`config.mk`:
```
export PLATFORM = sky130hd
export DESIGN_NAME = nn_lut_interp
export DESIGN_NICKNAME = d
export VERILOG_FILES = /design/src/rtl/nn_lut_interp.sv
export SDC_FILE = /design/constraint.sdc
export NUM_CORES = 1
export LEC_CHECK = 0
export BUFFER_PORTS_ARGS = -buffer_cell sky130_fd_sc_hd__buf_2
export CAP_MARGIN = 25
export CORE_ASPECT_RATIO = 2
export CORE_MARGIN = 2
export CORE_UTILIZATION = 30
export DETAILED_ROUTE_END_ITERATION = 10
export SETUP_SLACK_MARGIN = 0.4
export SLEW_MARGIN = 25
export SYNTH_ARGS = -nofsm -noshare
export SYNTH_HDL_FRONTEND = slang
export SYNTH_SLANG_ARGS = --single-unit
```
`constraint.sdc`:
```
create_clock -name clk -period 6.57 [get_ports clk]
set_input_delay 0.9855 -clock clk [delete_from_list [all_inputs] [get_ports clk]]
set_output_delay 0.9855 -clock clk [all_outputs]
set_load 0.005 [all_outputs]
```
`src/rtl/nn_lut_interp.sv`:
```
// nn_lut_interp: three-stage linear interpolator behind an activation LUT.
// Stage A holds the sample and addresses the LUT, stage B captures the
// base/next pair plus fraction, stage C holds the interpolated result.
// Each stage has its own valid bit so bubbles collapse under backpressure.
module nn_lut_interp #(
  parameter int DATA_W = 8,
  parameter int ADDR_W = 4
) (
  input  logic              clk,
  input  logic              rst,
  input  logic              in_valid,
  output logic              in_ready,
  input  logic [DATA_W-1:0] in_data,
  output logic [ADDR_W-1:0] lut_address,
  input  logic [DATA_W-1:0] lut_base,
  input  logic [DATA_W-1:0] lut_next,
  output logic              out_valid,
  input  logic              out_ready,
  output logic [DATA_W-1:0] out_data,
  output logic              busy
);
  localparam int FRAC_W = DATA_W - ADDR_W;
  localparam int PW     = DATA_W + FRAC_W + 2;

  // vld_pipe[0]=A, [1]=B, [2]=C
  logic [2:0]               vld_pipe;
  logic [DATA_W-1:0]        a_q;
  logic signed [DATA_W-1:0] b_base, b_next;
  logic [FRAC_W-1:0]        b_frac;
  logic [DATA_W-1:0]        c_q;

  logic ld_a, adv_a, ld_b, adv_b, ld_c;

  logic signed [DATA_W:0] diff;
  logic signed [PW-1:0]   diff_x, frac_x, base_x, prod, sum;

  // Advance chain, evaluated from the output end backwards
  always_comb begin
    ld_c  = !vld_pipe[2] | out_ready;
    adv_b = vld_pipe[1] & ld_c;
    ld_b  = !vld_pipe[1] | adv_b;
    adv_a = vld_pipe[0] & ld_b;
    ld_a  = !vld_pipe[0] | adv_a;
  end

  assign in_ready    = ld_a;
  assign lut_address = a_q[DATA_W-1:FRAC_W];
  assign out_valid   = vld_pipe[2];
  assign out_data    = c_q;
  assign busy        = |vld_pipe;

  // Interpolation: base + floor((next-base)*frac / 2^FRAC_W); always within
  // [base, next], so the truncation to DATA_W below is lossless.
  always_comb begin
    diff   = $signed({b_next[DATA_W-1], b_next}) - $signed({b_base[DATA_W-1], b_base});
    diff_x = PW'(diff);
    frac_x = PW'($signed({1'b0, b_frac}));
    base_x = PW'(b_base);
    prod   = diff_x * frac_x;
    sum    = base_x + (prod >>> FRAC_W);
  end

  // Stage A: capture the sample on an input transfer
  always_ff @(posedge clk or posedge rst) begin
    if (rst) begin
      vld_pipe[0] <= 1'b0;
      a_q         <= '0;
    end else if (ld_a) begin
      vld_pipe[0] <= in_valid;
      if (in_valid) a_q <= in_data;
    end
  end

  // Stage B: capture the LUT pair and the unsigned fraction from A
  always_ff @(posedge clk or posedge rst) begin
    if (rst) begin
      vld_pipe[1] <= 1'b0;
      b_base      <= '0;
      b_next      <= '0;
      b_frac      <= '0;
    end else if (ld_b) begin
      vld_pipe[1] <= vld_pipe[0];
      if (adv_a) begin
        b_base <= lut_base;
        b_next <= lut_next;
        b_frac <= a_q[FRAC_W-1:0];
      end
    end
  end

  // Stage C: register the interpolated result
  always_ff @(posedge clk or posedge rst) begin
    if (rst) begin
      vld_pipe[2] <= 1'b0;
      c_q         <= '0;
    end else if (ld_c) begin
      vld_pipe[2] <= vld_pipe[1];
      if (adv_b) c_q <= sum[DATA_W-1:0];
    end
  end

endmodule

```
==> impl_metrics.csv <==
group,metric,value,unit
worst_setup_path,required,6.80,ns
timing,clock_skew,0.00927,ns
worst_setup_path,crit_family,"adder cells",
layout,nFillCells,1089,
hold_path,hp-start,"out_data[5]$_DFFE_PP0P_",
clocking,path_clk_slew,0.06,ns
grt,grt_start_max_net_pins,40,
layout,fin_nets,452,
worst_setup_path,path_common_cell,"ha_1",
worst_setup_path,crit_fanout,4,
placement,placed_area,3650,µm²
logic_synthesis,yosys.cell_types.count,46,
logic_synthesis,ys.flop_type,"dfrtp_1",
logic_synthesis,synth_edf_count,0,
logic_synthesis,ys_ff_latch,39,
grt,grt_pass1_vias,2546,
logic_synthesis,postSynthAreaPerCell,10.0,µm²
clocking,clkSinkCount,39,
worst_setup_path,end_kind,"flip-flop",
die,die_w,78.4,µm
worst_setup_path,worstSetupPathType,"flip-flop to flip-flop",
routing,ant_nets,0,
hold_path,worstHoldPathType,"flip-flop to flip-flop",
logic_synthesis,syn_nets,410,
worst_setup_path,r2r-start,"b_base[0]$_DFFE_PP0P_",
grt,globalRouteTotalUtil,0.128,
grt,grt_antenna_before_repair,0,
grt,grt_pass1_wl,12000,µm
worst_setup_path,r2r_cells,25,
timing,max_freq,171,MHz
logic_synthesis,seq_area_frac_synth,0.294,
worst_setup_path,crit_buf_inv,2,
placement,placed_cells,502,
die,start_util,0.305,
timing,setup_viol,0,
die,coreArea,10900,µm²
timing,worstMarginPinSlew,0.865,ns
logic_synthesis,synth.most_common_cell,"inv_1",
timing,slew_violations,0,
routing,drc_errors,0,
routing,vias,2421,
worst_setup_path,rrSetupSlack,0.72,ns
timing,tns,0,ns
timing,grt_setup_unrepaired,"false",
placement,pre_cts_slack,0.434,ns
clocking,cts.path.max_buffers,2,
layout,fin_cells,514,
layout,drive_above_1_share,0.262,
placement,place_hpwl,5830,µm
logic_synthesis,async_reset_ff_frac,1.00,
placement,portBuffers,42,
placement,gp_routability_congestion,0.759,
die,die_h,153,µm
flow_run,max-cap-violations,0,
logic_synthesis,synth_top_cell_by_area,"dfrtp_1",
layout,syn_to_final_growth,16.8,%
logic_synthesis,netlist_area,3320,µm²
timing,finalHoldViolations,0,
worst_setup_path,start_kind,"flip-flop",
die,io_pins,43,
layout,design_area,3880,µm²
clocking,cts_tree,"built",
timing,period_needed,5.85,ns
clocking,insertion_delay,0.29,ns
logic_synthesis,synth_common_cells,"inv_1, dfrtp_1, ha_1, mux2_2, nand2_1",
grt,overflow,0,
routing,drt_pre_antenna_iters,4,
routing,drtIter0Drc,24,
logic_synthesis,synthCells,331,
clocking,ctsHtreeMaxLevel,2,
worst_setup_path,r2r-end,"out_data[7]$_DFFE_PP0P_",
hold_path,hold_path_depth,2,
layout,n_antenna_cell,0,
worst_setup_path,critPathMaxStageDelay,0.54,ns
logic_synthesis,synth_top_area_frac,0.294,
logic_synthesis,synth_warnings,0,
timing,slew_headroom,0.422,
clocking,cts_root_buf,"clkbuf_16",
clocking,cts_buffers,5,
logic_synthesis,synthTopCellsByArea,"dfrtp_1, ha_1, fa_1",
routing,wl_per_cell,13.8,µm
timing,fin_crit_sh,0.891,
worst_setup_path,slowest_stage,"fa_1",
routing,wl,7110,µm
run_status,outcome,"finished, final reports clean",
worst_setup_path,worstPathArrival,6.09,ns
timing,finalWorstSetupSlack,0.715,ns
hold_path,min_to,"out_data[5]$_DFFE_PP0P_",
routing,via_per_inst,4.71,
die,num_rows,54,
die,fp.dieArea,12000,µm²
[layout make-up]
cell class | count | area, µm² | share of cell area
Multi-Input combinational cell | 238 | 2150 | 0.555
Sequential cell | 39 | 977 | 0.252
Timing Repair Buffer | 47 | 248 | 0.0639
Tap cell | 140 | 175 | 0.0451
Inverter | 42 | 158 | 0.0406
Clock buffer | 5 | 125 | 0.0322
Clock inverter | 3 | 43.8 | 0.0113
[registers in the layout, summed over array words and instances, names as in the netlist]
| name | count |
|---|---|
| a_q | 8 |
| b_base | 8 |
| b_frac | 4 |
| b_next | 8 |
| out_data | 8 |
| out_valid | 1 |
| vld_pipe | 2 |
[repair_timing]
action                     CTS  global route
hold buffers                 0             0
setup endpoints to repair    0             1
buffers inserted             0             4
gates resized for setup      0             7
[per-stage QoR]
step,util,hold WS [ns]
final,0.357,0.490
after global routing,0.357,0.518
after CTS,0.351,0.498
after detailed placement,0.336,0.478
after global placement,0.336,0.466
after floorplan,-,0.471
[kinds of logic after synthesis]
kind of cell | share of synthesized area
compound gates | 0.106
flops | 0.294
xor+xnor | 0.0475
fa+ha+maj | 0.231
buf+inv | 0.0663
simple gates | 0.142
mux | 0.114
[routing by layer]
layer	up-vias	GRT usage	part of all wire
li1	1190	-	-
met4	0	0.0627	0.027
met3	9	0.00767	0.014
met1	1190	0.131	0.37
met2	32	0.252	0.59
met5	-	0	0
[worst max path at each step]
stage               cells past startpoint                 endpoint             startpoint  slack [ns]
floorplan                              25  out_data[7]$_DFFE_PP0P_  b_base[0]$_DFFE_PP0P_        0.97
global placement                       26  out_data[7]$_DFFE_PP0P_  b_base[1]$_DFFE_PP0P_        0.57
detailed placement                     26  out_data[7]$_DFFE_PP0P_  b_base[1]$_DFFE_PP0P_        0.43
CTS                                    26  out_data[7]$_DFFE_PP0P_  b_base[1]$_DFFE_PP0P_        0.41
global route                           24  out_data[7]$_DFFE_PP0P_  b_base[1]$_DFFE_PP0P_        0.39
finish                                 25  out_data[7]$_DFFE_PP0P_  b_base[0]$_DFFE_PP0P_        0.72
[cell usage in the layout (no fill, tap or decap), types with 3 or more instances in the layout]
cell type / Yosys / routed
and2_1: 17 / 17
xor2_1: 4 / 4
ha_1: 34 / 34
inv_1: 42 / 42
o21ai_0: 9 / 9
fa_1: 17 / 17
xnor2_1: 14 / 14
buf_2: 2 / 42
buf_4: 4 / 5
o21a_1: 9 / 9
nor3b_1: 5 / 4
nor2b_1: 8 / 7
clkbuf_16: 0 / 5
nor2_1: 10 / 10
mux2_2: 30 / 30
a21oi_1: 13 / 11
nand2b_1: 9 / 9
mux2i_1: 3 / 3
dfrtp_1: 39 / 38
o21ai_1: 4 / 4
nand2_1: 21 / 21
[tightest hold or removal path, delay by kind of cell, from the launching register on]
kind,cells,cell delay (ns)
flops,1,0.34
compound gates,1,0.06
simple gates,1,0.05
Power is not shown: default switching activity piles up to over one toggle a cycle in this logic, so the estimate is an artifact.
